<file path="config.mk">
export PLATFORM = sky130hd
export DESIGN_NAME = hazard_scoreboard
export DESIGN_NICKNAME = d
export VERILOG_FILES = /design/src/rtl/hazard_scoreboard.sv
export SDC_FILE = /design/constraint.sdc
export NUM_CORES = 1
export LEC_CHECK = 0
export BUFFER_PORTS_ARGS = -buffer_cell sky130_fd_sc_hd__buf_2
export CORE_UTILIZATION = 38
export CTS_CLUSTER_SIZE = 30
export DETAILED_ROUTE_END_ITERATION = 10
export PLACE_DENSITY_LB_ADDON = 0.2
export SLEW_MARGIN = 15
export SYNTH_ARGS = -nofsm -noshare
export SYNTH_HDL_FRONTEND = slang
export SYNTH_SLANG_ARGS = --single-unit
</file>
<file path="constraint.sdc">
create_clock -name clk -period 4.93 [get_ports clk]
set_input_delay 0.493 -clock clk [delete_from_list [all_inputs] [get_ports clk]]
set_output_delay 0.493 -clock clk [all_outputs]
set_load 0.03 [all_outputs]
</file>
<file path="src/rtl/hazard_scoreboard.sv">
// Hazard detection and forwarding-select unit for the in-order integer pipeline.
// Tracks in-flight register writers from EX to write-back and resolves ID source operands.
module hazard_scoreboard #(
  parameter int unsigned REG_AW   = 5,
  parameter int unsigned DEPTH    = 3,
  parameter int unsigned LOAD_LAT = 1,
  parameter int unsigned SEL_W    = $clog2(DEPTH + 1),
  parameter int unsigned CNT_W    = 16
) (
  input  logic              clk,
  input  logic              reset,
  input  logic              bypass_en,
  input  logic              id_valid,
  input  logic [REG_AW-1:0] id_rs,
  input  logic [REG_AW-1:0] id_rt,
  input  logic              id_use_rs,
  input  logic              id_use_rt,
  input  logic [REG_AW-1:0] id_dest,
  input  logic              id_wr,
  input  logic              id_is_load,
  input  logic              flush,
  input  logic              hold,
  output logic              stall,
  output logic [SEL_W-1:0]  fwd_sel_a,
  output logic [SEL_W-1:0]  fwd_sel_b,
  output logic [CNT_W-1:0]  stall_count
);

  localparam int unsigned IW = $clog2(DEPTH + 1);

  logic              ent_valid [1:DEPTH];
  logic [REG_AW-1:0] ent_dest  [1:DEPTH];
  logic [SEL_W-1:0]  ent_rdy   [1:DEPTH];

  logic              hazard_a;
  logic              hazard_b;
  logic              found_a;
  logic              found_b;
  logic [SEL_W-1:0]  sel_a;
  logic [SEL_W-1:0]  sel_b;
  logic              ins_valid;
  logic [SEL_W-1:0]  ins_rdy;

  // Youngest-writer lookup: scanning from k=1 upward and latching the first hit.
  always_comb begin
    hazard_a = 1'b0;
    hazard_b = 1'b0;
    found_a  = 1'b0;
    found_b  = 1'b0;
    sel_a    = '0;
    sel_b    = '0;
    for (int unsigned k = 1; k <= DEPTH; k++) begin
      if (!found_a && id_valid && id_use_rs && (id_rs != '0) &&
          ent_valid[IW'(k)] && (ent_dest[IW'(k)] == id_rs)) begin
        found_a = 1'b1;
        if (bypass_en && (SEL_W'(k) >= ent_rdy[IW'(k)])) begin
          sel_a = SEL_W'(k);
        end else begin
          hazard_a = 1'b1;
        end
      end
      if (!found_b && id_valid && id_use_rt && (id_rt != '0) &&
          ent_valid[IW'(k)] && (ent_dest[IW'(k)] == id_rt)) begin
        found_b = 1'b1;
        if (bypass_en && (SEL_W'(k) >= ent_rdy[IW'(k)])) begin
          sel_b = SEL_W'(k);
        end else begin
          hazard_b = 1'b1;
        end
      end
    end
  end

  assign stall     = id_valid & ~flush & (hazard_a | hazard_b);
  assign fwd_sel_a = sel_a;
  assign fwd_sel_b = sel_b;

  // Stalled or flushed instructions, and writes to r0, enter EX as bubbles.
  assign ins_valid = id_valid & id_wr & ~stall & ~flush & (id_dest != '0);
  assign ins_rdy   = id_is_load ? SEL_W'(1 + LOAD_LAT) : SEL_W'(1);

  // Writer tracker: shifts one stage per unfrozen cycle, oldest entry retires.
  always_ff @(posedge clk) begin
    if (reset) begin
      for (int unsigned k = 1; k <= DEPTH; k++) begin
        ent_valid[IW'(k)] <= 1'b0;
        ent_dest[IW'(k)]  <= '0;
        ent_rdy[IW'(k)]   <= '0;
      end
    end else if (!hold) begin
      ent_valid[1] <= ins_valid;
      ent_dest[1]  <= id_dest;
      ent_rdy[1]   <= ins_rdy;
      for (int unsigned k = 2; k <= DEPTH; k++) begin
        ent_valid[IW'(k)] <= ent_valid[IW'(k - 1)];
        ent_dest[IW'(k)]  <= ent_dest[IW'(k - 1)];
        ent_rdy[IW'(k)]   <= ent_rdy[IW'(k - 1)];
      end
    end
  end

  // Saturating stall-cycle counter.
  always_ff @(posedge clk) begin
    if (reset) begin
      stall_count <= '0;
    end else if (stall && (stall_count != '1)) begin
      stall_count <= stall_count + CNT_W'(1);
    end
  end

endmodule

</file>
==> key figures, run 1 <==
Status
  • Status: finished, final reports clean

Layout
  • Net count reported at finish: between 200 and 300
  • Share of layout cells above drive strength 1: 0.2454
  • Antenna Cells: 0
  • Area Overhead vs Synth: 16.22%
  • Fillcell total: ~580

Power and ir drop
  • Combinational share of power: 0.115
  • Pwr per Cell Area: roughly 250 mW/mm^2
  • Int Power: about 480 uW
  • Switching part of the total: 0.2567
  • Clock group share of total power: 0.320
  • Peak VDD IR: 0.0001155 V
  • Switching power: approximately 160 uW
  • Sequential share of power: 0.564
  • Leak: between 1 and 1.5 nW

Route
  • Detailed Route Iter0 Violations: about 160
  • Vias: around 1800
  • Drt total wl: ~5 mm
  • Avg WL per Cell: between 10 and 15 um
  • Number of remaining DRC errors: 0
  • Pre-antenna DRT Iters: 4
  • Vias per inst: 5.422
  • Post-route ant nets: 0

Timing
  • Worst slew margin: 0.3018
  • Setup Skew: just under 0.008 ns
  • Fin crit period: between 3 and 4 ns
  • Worst-Margin Slew: around 1.0 ns
  • RSZ-0062 raised after global routing: false
  • Period utilization: 0.6174
  • Hold_ws: between 0.4 and 0.5 ns
  • Fmax: about 330 MHz
  • Fin Setup TNS: 0 ns
  • Hold Vio Cnt, Final: 0
  • Final setup viols: 0
  • Max-slew violations: 0

Clocking
  • CTS H-Tree Depth: 2
  • TritonCTS clock tree: yes
  • # resized after CTS: 0
  • Clk buf depth: 2
  • Post-CTS Setup Inserts: 0
  • Clock sink total: 38
  • Clk pin slew, worst setup/hold paths: about 0.070 ns
  • Hold buffer count at cts: 0
  • Clock Root Buffer: clkbuf_8
  • Worst-Skew Late Latency: a little under 0.3 ns
  • Num CTS Buffers: 5

Logic synthesis
  • EDFF count, synth: 22
  • Synthesized area per cell: roughly 10 um^2
  • Synth Net Count: ~250
  • Top cells by count, synth: 25 x xor2_1, 22 x edfxtp_1, 19 x and2_1, 16 x dfxtp_1, 13 x nor2_1
  • Yosys warns: 0
  • Post-synth top area cell: edfxtp_1
  • Async SR Flop Fraction: 0
  • Synth top area share: 0.2933
  • Main area contributors after synthesis: edfxtp_1 29%, dfxtp_1 14%, xor2_1 9.7%, and2_1 5.3%, xnor2_1 4.7%
  • Post-synthesis sequential area ratio: 0.4356
  • Synth Cell Area: 0.002252 mm^2
  • Synth Flop Type: edfxtp_1
  • Top-count cell post-synth: xor2_1
  • Number of synthesized register bits: 38
  • Post-Syn Instances: 221
  • Yosys cell types: 50

Placement
  • HPWL after detailed placement: around 3.9 mm
  • GPL Wtd Cong: 0.8699
  • IO buf count: 45

Worst setup path
  • Crit path launch type: flip-flop
  • Kind of critical path: flip-flop to output pin
  • Critical Path RT: ~4.4 ns
  • CP max FO: 3
  • Endpoint class of the critical path: output pin
  • Critical Path AT: 2.55 ns

Floorplanning
  • Num rows: 27
  • Die span in y: between 70 and 80 um
  • Die Area: 0.006239 mm^2
  • Core Footprint: 0.005608 mm^2
  • Initial core utilization: 0.4016
  • Ports: 46
  • Die X: roughly 79 um

Run
  • Max Cap Violations: 0

Global route
  • Global-route wire length before repair: 8.286 mm
  • Total congestion overflow: 0
  • GR Util All Layers: 0.1737
  • Largest net degree at the start of global routing: 23
  • Vias in the first global route: roughly 1700
  • Initial antenna violation count: 0

Min path
  • HP Class: flip-flop to flip-flop
[layout make-up]
cell class / instances / area [um^2] / share of cell area
Clock inverter: 2 / 8.758 / 0.003346
Sequential cell: 38 / 980.9 / 0.3748
Multi-Input combinational cell: 173 / 1221 / 0.4665
Tap cell: 72 / 90.09 / 0.03442
Inverter: 5 / 18.77 / 0.007170
Timing Repair Buffer: 45 / 225.2 / 0.08604
Clock buffer: 6 / 72.57 / 0.02772
[cell usage in the layout, fill, tap and decap left out, drive strengths merged, types with 2 or more instances in the layout]
cell type / n
buf: 45
xor2: 25
edfxtp: 22
and2: 20
dfxtp: 16
nor2: 13
xnor2: 12
a21oi: 11
nand2: 11
nand3: 10
nor4: 10
nor3: 8
nand4: 6
clkbuf: 6
inv: 5
or4: 5
o21ai: 5
and3: 4
or3: 3
o211ai: 2
a21boi: 2
and4b: 2
o31ai: 2
o41ai: 2
or3b: 2
clkinv: 2
[sequential cells by signal (all words and copies together) (netlist names)]
signal,count
stall_count,16
ent_dest,15
ent_valid,3
ent_rdy,4
[metrics by stage]
stage	utilization	total power, mW	cell area (um^2)	instances	worst slack, ns
after global placement	0.4523	0.4435	2536	333	1.996
after floorplan	-	0.4143	2252	221	2.237
after detailed placement	0.4523	0.4441	2536	333	2.001
final	0.4668	0.6422	2618	341	1.886
after global routing	0.4668	0.6733	2618	341	1.681
after CTS	0.4668	0.6496	2618	341	1.855
[cells by family (layout without fill, tap and decap cells)]
kind of cell	count (synthesis)	in the layout	synth area share
muxes	1	1	0.004445
adders and majority gates	1	1	0.005555
and+or+nand+nor	97	97	0.2639
AOI/OAI and AO/OA	37	37	0.1244
xor gates and xnor gates	37	37	0.1439
DFF	38	38	0.4356
buffers and inverters	10	58	0.02222
[power groups by stage]
stage / registers, mW / logic (mW) / clock network, mW
finish: 0.362 / 0.0740 / 0.206
global route: 0.364 / 0.0820 / 0.227
CTS: 0.362 / 0.0748 / 0.213
detailed placement: 0.370 / 0.0745 / 0
global placement: 0.369 / 0.0740 / 0
floorplan: 0.365 / 0.0495 / 0
[worst paths after layout]
path	start	end	slack, ns	cells past startpoint
min reg2reg	stall_count[13]	stall_count[13]	0.50	2
max	ent_dest[0][6]	stall	1.89	8
max reg2reg	ent_dest[0][9]	stall_count[9]	2.23	8
min	stall_count[13]	stall_count[13]	0.50	2
[metal layers]
metal	wire, um	part of all wire	vias up	GRT usage
met5	0	0	-	0
met4	63	0.012	0	0.05455
met3	320	0.063	6	0.03793
met2	2153	0.42	50	0.2612
met1	2530	0.50	872	0.2466
li1	-	-	921	-
[critical path: stages (launching register included)]
cell and delay, ns:
edfxtp_1 0.46, xor2_1 0.21, nor4_2 0.39, nand2_1 0.13, a21boi_0 0.19, o22a_1 0.23, o21ai_0 0.30, nor2b_1 0.17
buf_2 0.20
No activity file was read; power rests on OpenSTA's default activity.
==> run 2, diff against run 1 <==
--- a/config.mk
+++ b/config.mk
@@ -5,6 +5,7 @@
 export SDC_FILE = /design/constraint.sdc
 export NUM_CORES = 1
 export LEC_CHECK = 0
+export ABC_AREA = 1
 export BUFFER_PORTS_ARGS = -buffer_cell sky130_fd_sc_hd__buf_2
 export CORE_UTILIZATION = 38
 export CTS_CLUSTER_SIZE = 30
==> constraint.sdc (replaced) <==
create_clock -name clk -period 2.7 [get_ports clk]
set_input_delay 0.27 -clock clk [delete_from_list [all_inputs] [get_ports clk]]
set_output_delay 0.27 -clock clk [all_outputs]
set_load 0.03 [all_outputs]
==> run 2 against run 1 <==
Global-route usage up 1.2 points. Sequential cell count unchanged. Sequential power up 81%. Die area up 15%. Wire length up 25%. Non-clock buffer count up 2. Clock skew up 0.0030 ns. Combinational power up 110%. Critical path depth up 5. Via count up 32%. Sequential share of layout area down 4.3 points. Critical path type unchanged.
==> key figures, run 2 <==
Logic synthesis
  • Synth Cell Area: about 0.0026 mm^2
  • Post-Syn Instances: approximately 370
  • EDFF count, synth: 22
  • Post-synth top area cell: edfxtp_1
  • Synth Net Count: between 300 and 400
  • Synthesized area per cell: approximately 7.0 um^2
  • Post-synthesis sequential area ratio: 0.3782
  • Synth Flop Type: edfxtp_1
  • Yosys cell types: 31
  • Async SR Flop Fraction: 0
  • Yosys warns: 0
  • Number of synthesized register bits: 38
  • Main area contributors after synthesis: edfxtp_1 25%, nand2_1 15%, dfxtp_1 12%, nor2_1 8.2%, inv_1 7.4%
  • Synth top area share: 0.2547
  • Top-count cell post-synth: nand2_1
  • Top cells by count, synth: 106 x nand2_1, 57 x nor2_1, 51 x inv_1, 22 x edfxtp_1, 18 x nand4_1

Timing
  • Max-slew violations: 0
  • RSZ-0062 raised after global routing: false
  • Fin crit period: about 2.4 ns
  • Period utilization: 0.8754
  • Worst slew margin: 0.5725
  • Fin Setup TNS: 0 ns
  • Setup Skew: approximately 0.011 ns
  • Worst-Margin Slew: approximately 0.64 ns
  • Final setup viols: 0
  • Hold Vio Cnt, Final: 0
  • Final worst setup slack: between 0.3 and 0.4 ns
  • Fmax: about 420 MHz

Clocking
  • # resized after CTS: 0
  • Clk buf depth: 2
  • Hold buffer count at cts: 0
  • Num CTS Buffers: 5
  • TritonCTS clock tree: yes
  • CTS H-Tree Depth: 2
  • Clock Root Buffer: clkbuf_8
  • Post-CTS Setup Inserts: 0
  • Clk pin slew, worst setup/hold paths: ~0.080 ns
  • Worst-Skew Late Latency: ~0.29 ns
  • Clock sink total: 38

Min path
  • Hold Startpoint: id_is_load
  • Hold Crit Depth: 2
  • Hold Crit Endpoint: ent_rdy[0][2]
  • HP Class: input pin to flip-flop

Power and ir drop
  • Total Power: ~1.2 mW
  • Pwr per Cell Area: between 300 and 400 mW/mm^2
  • Peak VDD IR: 0.0001971 V
  • Leak: around 1.4 nW

Floorplanning
  • Num rows: 29
  • Ports: 46
  • Die Area: slightly above 0.007 mm^2
  • Initial core utilization: 0.4016
  • Die span in y: 84.62 um
  • Core Footprint: ~0.0065 mm^2
  • Die X: 84.62 um

Placement
  • Placed cell count: between 400 and 500
  • Post-DP Area: ~0.0029 mm^2
  • Place WS: between 0.6 and 0.7 ns
  • GPL Wtd Cong: approximately 0.90
  • HPWL after detailed placement: approximately 5 mm
  • IO buf count: 45

Worst setup path
  • Slowest-stage cell, CP: edfxtp_1
  • Endpoint class of the critical path: output pin
  • Crit-path max cell delay: slightly below 0.4 ns
  • Worst setup path startpoint: ent_dest[0][12]
  • Kind of critical path: flip-flop to output pin
  • Cell count of the worst reg-to-reg path: 13
  • Reg-to-reg endpoint: stall_count[12]
  • CP dominant cell by count: nand2_1
  • Critical Path AT: 2.09 ns
  • CP max FO: 18
  • Worst reg2reg setup slack: roughly 0.66 ns
  • Crit path launch type: flip-flop
  • R2R Path Start: ent_dest[0][12]
  • Critical Path RT: approximately 2.4 ns
  • CP Cell Sequence: inv_1 > nand2_1 > nand2_1 > nor2_1 > nand2_1 > nor2_1 > nor2_1 > nand2_1 > nand2_1 > nand2_2 > nand3_4 > and2_1 > buf_2

Route
  • Vias per inst: a little under 5
  • Pre-antenna DRT Iters: 6
  • Number of remaining DRC errors: 0
  • Drt total wl: 6.325 mm
  • Detailed Route Iter0 Violations: between 100 and 150
  • Vias: 2435
  • Avg WL per Cell: between 10 and 15 um
  • Post-route ant nets: 0

Global route
  • Total congestion overflow: 0
  • Initial antenna violation count: 0
  • Vias in the first global route: roughly 2200
  • Largest net degree at the start of global routing: 23
  • GR Util All Layers: 0.1855
  • Global-route wire length before repair: roughly 11 mm

Layout
  • Largest regs: stall_count (16), ent_dest (15), ent_rdy (4)
  • Commonest non-fill, non-tap cell in the layout: nand2_1
  • Antenna Cells: 0
  • Fillcell total: ~670
  • Most flops, register: stall_count
  • Commonest cells after routing, fill and taps aside: 106 x nand2_1, 57 x nor2_1, 51 x inv_1, 45 x buf_2, 22 x edfxtp_1
  • Net count reported at finish: around 450
  • Max reg flops: 16
  • Share of layout cells above drive strength 1: 0.2238
  • Final Instance Area: just under 0.003 mm^2
  • Fin cells: between 400 and 500
  • Area Overhead vs Synth: 14.13%

Run
  • Max Cap Violations: 0

Status
  • Status: finished, final reports clean
[run 2: cell count changes in the layout (fill, tap and decap cells not counted), moves of 10 or more]
cell | before | now
nor2_1 | 13 | 57
and2_1 | 19 | 1
nand2_2 | 0 | 10
inv_1 | 5 | 51
nand4_1 | 6 | 18
nand2_1 | 11 | 106
inv_2 | 0 | 10
xor2_1 | 25 | 11
[run 2: how the worst max path moves through the flow]
| stage | end | slack, ns | cells past startpoint |
|---|---|---|---|
| global placement | stall | 0.67 | 13 |
| global route | stall | 0.08 | 13 |
| detailed placement | stall | 0.65 | 13 |
| finish | stall | 0.34 | 13 |
| CTS | stall | 0.32 | 13 |
| floorplan | stall_count[11] | 0.80 | 9 |
[run 2: cell type report]
cell class              count  area, um^2  share of cell area
clock buffers               6       72.57             0.02451
repair buffers             47       240.2             0.08115
multi-input cells         267        1338              0.4518
clock inverters             1       3.754            0.001268
flip-flops and latches     38       980.9              0.3314
inverters                  61       229.0             0.07735
well taps                  77       96.34             0.03254
[run 2: metal layers]
metal,up-vias,track usage,wire (um)
met2,63,0.2786,2793
met5,-,0,0
met4,0,0.04931,36
li1,1274,-,-
met3,2,0.02852,294
met1,1096,0.2761,3200
[run 2: logic make-up (layout without fill, tap and decap cells)]
| group | after synthesis | in the layout | synth area share |
|---|---|---|---|
| buf+inv | 68 | 115 | 0.1061 |
| flops | 38 | 38 | 0.3782 |
| xor+xnor | 15 | 15 | 0.05065 |
| compound gates | 25 | 25 | 0.06754 |
| fa+ha+maj | 1 | 1 | 0.004823 |
| simple gates | 226 | 226 | 0.3927 |
[run 2: worst max-delay path, delay by kind of cell, from the launching register on]
family | cells | cell delay (ns)
buffers and inverters | 2 | 0.25
and+or+nand+nor | 11 | 1.15
DFF | 1 | 0.39
[run 2: stage by stage]
step	util	hold slack (ns)
after floorplan	-	0.3391
after global placement	0.4465	0.4883
after detailed placement	0.4465	0.4918
after CTS	0.4583	0.2771
after global routing	0.4583	0.2879
final	0.4583	0.2831
[run 2: power by group]
group | switching (mW) | internal, mW
logic | 0.106 | 0.0520
registers | 0.0176 | 0.637
clock network | 0.194 | 0.174
==> run 3, diff against run 2 <==
==> constraint.sdc (replaced) <==
create_clock -name clk -period 2.7 [get_ports clk]
set_input_delay 0.27 -clock clk [delete_from_list [all_inputs] [get_ports clk]]
set_output_delay 0.27 -clock clk [all_outputs]
set_load 0.005 [all_outputs]
==> run 3 against run 2 <==
The flow now finishes with violations (design-rule violations). Die area is the same. First-iteration DRC count up 49%. Setup slack better by 0.031 ns. Critical path depth unchanged. Non-clock buffer count stayed put. Clock power up 47%. Via count up 2.2%. Cell area up 1.7%. Sequential power is essentially flat. Hold slack got worse by 0.015 ns. Largest power group unchanged.
==> key figures, run 3 (synthesized netlist as in run 2, its figures left out) <==
Status
  • Status: finished, violations left
  • Failing checks: design-rule violations

Global route
  • Global-route wire length before repair: approximately 11 mm
  • Largest net degree at the start of global routing: 23
  • Met1 GRT Util: 0.2676
  • GRT met3 Usage: 0.03933
  • Vias in the first global route: 2228
  • Initial antenna violation count: 0
  • Total congestion overflow: 0
  • Global route hottest layer: met2
  • GR Util All Layers: 0.1902
  • Global Route met2 Usage: 0.2905

Worst setup path
  • Kind of critical path: flip-flop to output pin
  • Critical Path AT: between 2 and 2.5 ns
  • Worst setup path startpoint: ent_dest[0][12]
  • Endpoint class of the critical path: output pin
  • CP max FO: 18
  • Reg-to-reg endpoint: stall_count[15]
  • Worst reg2reg setup slack: ~0.64 ns
  • R2R Path Start: ent_dest[0][12]
  • Crit path launch type: flip-flop
  • Setup crit end: stall
  • Cell count of the worst reg-to-reg path: 13
  • Critical Path RT: roughly 2.4 ns

Timing
  • Fin crit period: roughly 2.3 ns
  • RSZ-0062 raised after global routing: false
  • Final setup viols: 0
  • Worst-Margin Slew: just over 0.6 ns
  • Max-slew violations: 0
  • Hold Vio Cnt, Final: 0
  • Setup Skew: around 0.011 ns
  • Period utilization: 0.8638
  • Fmax: around 430 MHz
  • Worst slew margin: 0.5846
  • Fin Setup TNS: 0 ns

Power and ir drop
  • Peak VDD IR: just under 0.0002 V
  • Switching power: around 330 uW
  • Switching part of the total: 0.2476
  • Leak: approximately 1.4 nW
  • Clock group share of total power: 0.400
  • Pwr per Cell Area: roughly 450 mW/mm^2
  • Sequential share of power: 0.483
  • Combinational share of power: 0.116
  • Int Power: a little over 1 mW

Clocking
  • # resized after CTS: 0
  • Clk pin slew, worst setup/hold paths: 0.08 ns
  • Worst-Skew Late Latency: 0.30 ns
  • Clock Root Buffer: clkbuf_8
  • Hold buffer count at cts: 0
  • Post-CTS Setup Inserts: 0
  • TritonCTS clock tree: yes
  • Clock sink total: 38
  • Num CTS Buffers: 5
  • CTS H-Tree Depth: 2
  • Clk buf depth: 2

Floorplanning
  • Die Area: 0.007160 mm^2
  • Die X: 84.62 um
  • Num rows: 29
  • Ports: between 40 and 50
  • Core Footprint: approximately 0.0065 mm^2
  • Die span in y: about 85 um
  • Initial core utilization: 0.4016

Layout
  • Net count reported at finish: approximately 450
  • Share of layout cells above drive strength 1: 0.2280
  • Commonest cells after routing, fill and taps aside: 106 x nand2_1, 57 x nor2_1, 51 x inv_1, 45 x buf_2, 22 x edfxtp_1
  • Most flops, register: stall_count
  • Fin cells: around 500
  • Largest regs: stall_count (16), ent_dest (15), ent_rdy (4)
  • Antenna Cells: 0
  • Max reg flops: 16
  • Utilization after layout: 0.4663
  • Commonest non-fill, non-tap cell in the layout: nand2_1
  • Final Instance Area: ~0.003 mm^2
  • Area Overhead vs Synth: 16.11%

Route
  • Number of remaining DRC errors: 2
  • Post-route ant nets: 0
  • Drt total wl: 6.365 mm
  • Avg WL per Cell: 12.78 um
  • Vias per inst: roughly 5
  • Vias: 2488
  • Pre-antenna DRT Iters: 8
  • Detailed Route Iter0 Violations: ~170

Min path
  • HP Class: input pin to flip-flop

Placement
  • IO buf count: 45
  • Post-DP Area: slightly below 0.003 mm^2
  • GPL Wtd Cong: between 0.8 and 0.9
  • HPWL after detailed placement: around 4.8 mm
  • Placed cell count: just under 500

Run
  • Max Cap Violations: 0
run 3: layout make-up:
type                            count  area [um^2]
Clock inverter                      2        33.78
Fill cell                         670         3447
Clock buffer                        6        93.84
Timing Repair Buffer               47        240.2
Multi-Input combinational cell    267         1338
Sequential cell                    38        980.9
Inverter                           61        229.0
Tap cell                           77        96.34
run 3: metal layers:
layer | wire length [um] | part of all wire | up-vias
li1 | - | - | 1275
met1 | 3039 | 0.48 | 1116
met2 | 2806 | 0.44 | 86
met3 | 433 | 0.068 | 11
met4 | 87 | 0.014 | 0
met5 | 0 | 0 | -
run 3: how the worst min path moves through the flow:
| stage | cells past startpoint | from | slack (ns) | to |
|---|---|---|---|---|
| 2_1_floorplan | 1 | reset | 0.34 | stall_count[12] |
| 3_3_place_gp | 2 | stall_count[4] | 0.48 | stall_count[4] |
| 3_5_place_dp | 2 | stall_count[4] | 0.49 | stall_count[4] |
| 4_1_cts | 2 | id_is_load | 0.26 | ent_rdy[0][2] |
| 5_1_grt | 2 | id_is_load | 0.26 | ent_rdy[0][2] |
| 6_report | 2 | id_is_load | 0.27 | ent_rdy[0][2] |
run 3: worst max-delay path: stages (launching register included):
cell      delay, ns
edfxtp_1       0.40
inv_1          0.08
nand2_1        0.08
nand2_1        0.05
nor2_1         0.11
nand2_1        0.08
nor2_1         0.13
nor2_1         0.07
nand2_1        0.05
nand2_1        0.06
nand2_2        0.07
nand3_4        0.21
and2_1         0.23
buf_2          0.13
run 3: power by group through the flow:
| stage | clock (mW) | sequential [mW] | combinational, mW |
|---|---|---|---|
| 3_3_place_gp | 0 | 0.666 | 0.156 |
| 2_1_floorplan | 0 | 0.660 | 0.102 |
| 3_5_place_dp | 0 | 0.666 | 0.156 |
| 4_1_cts | 0.552 | 0.653 | 0.157 |
| 5_1_grt | 0.576 | 0.657 | 0.180 |
| 6_report | 0.541 | 0.653 | 0.157 |
run 3: through the flow:
stage / total power [mW] / worst slack (ns) / hold WS, ns
detailed placement: 0.8225 / 0.6537 / 0.4911
floorplan: 0.7623 / 1.003 / 0.3391
global placement: 0.8215 / 0.6962 / 0.4848
global route: 1.412 / 0.1122 / 0.2569
CTS: 1.362 / 0.3555 / 0.2622
finish: 1.352 / 0.3678 / 0.2686
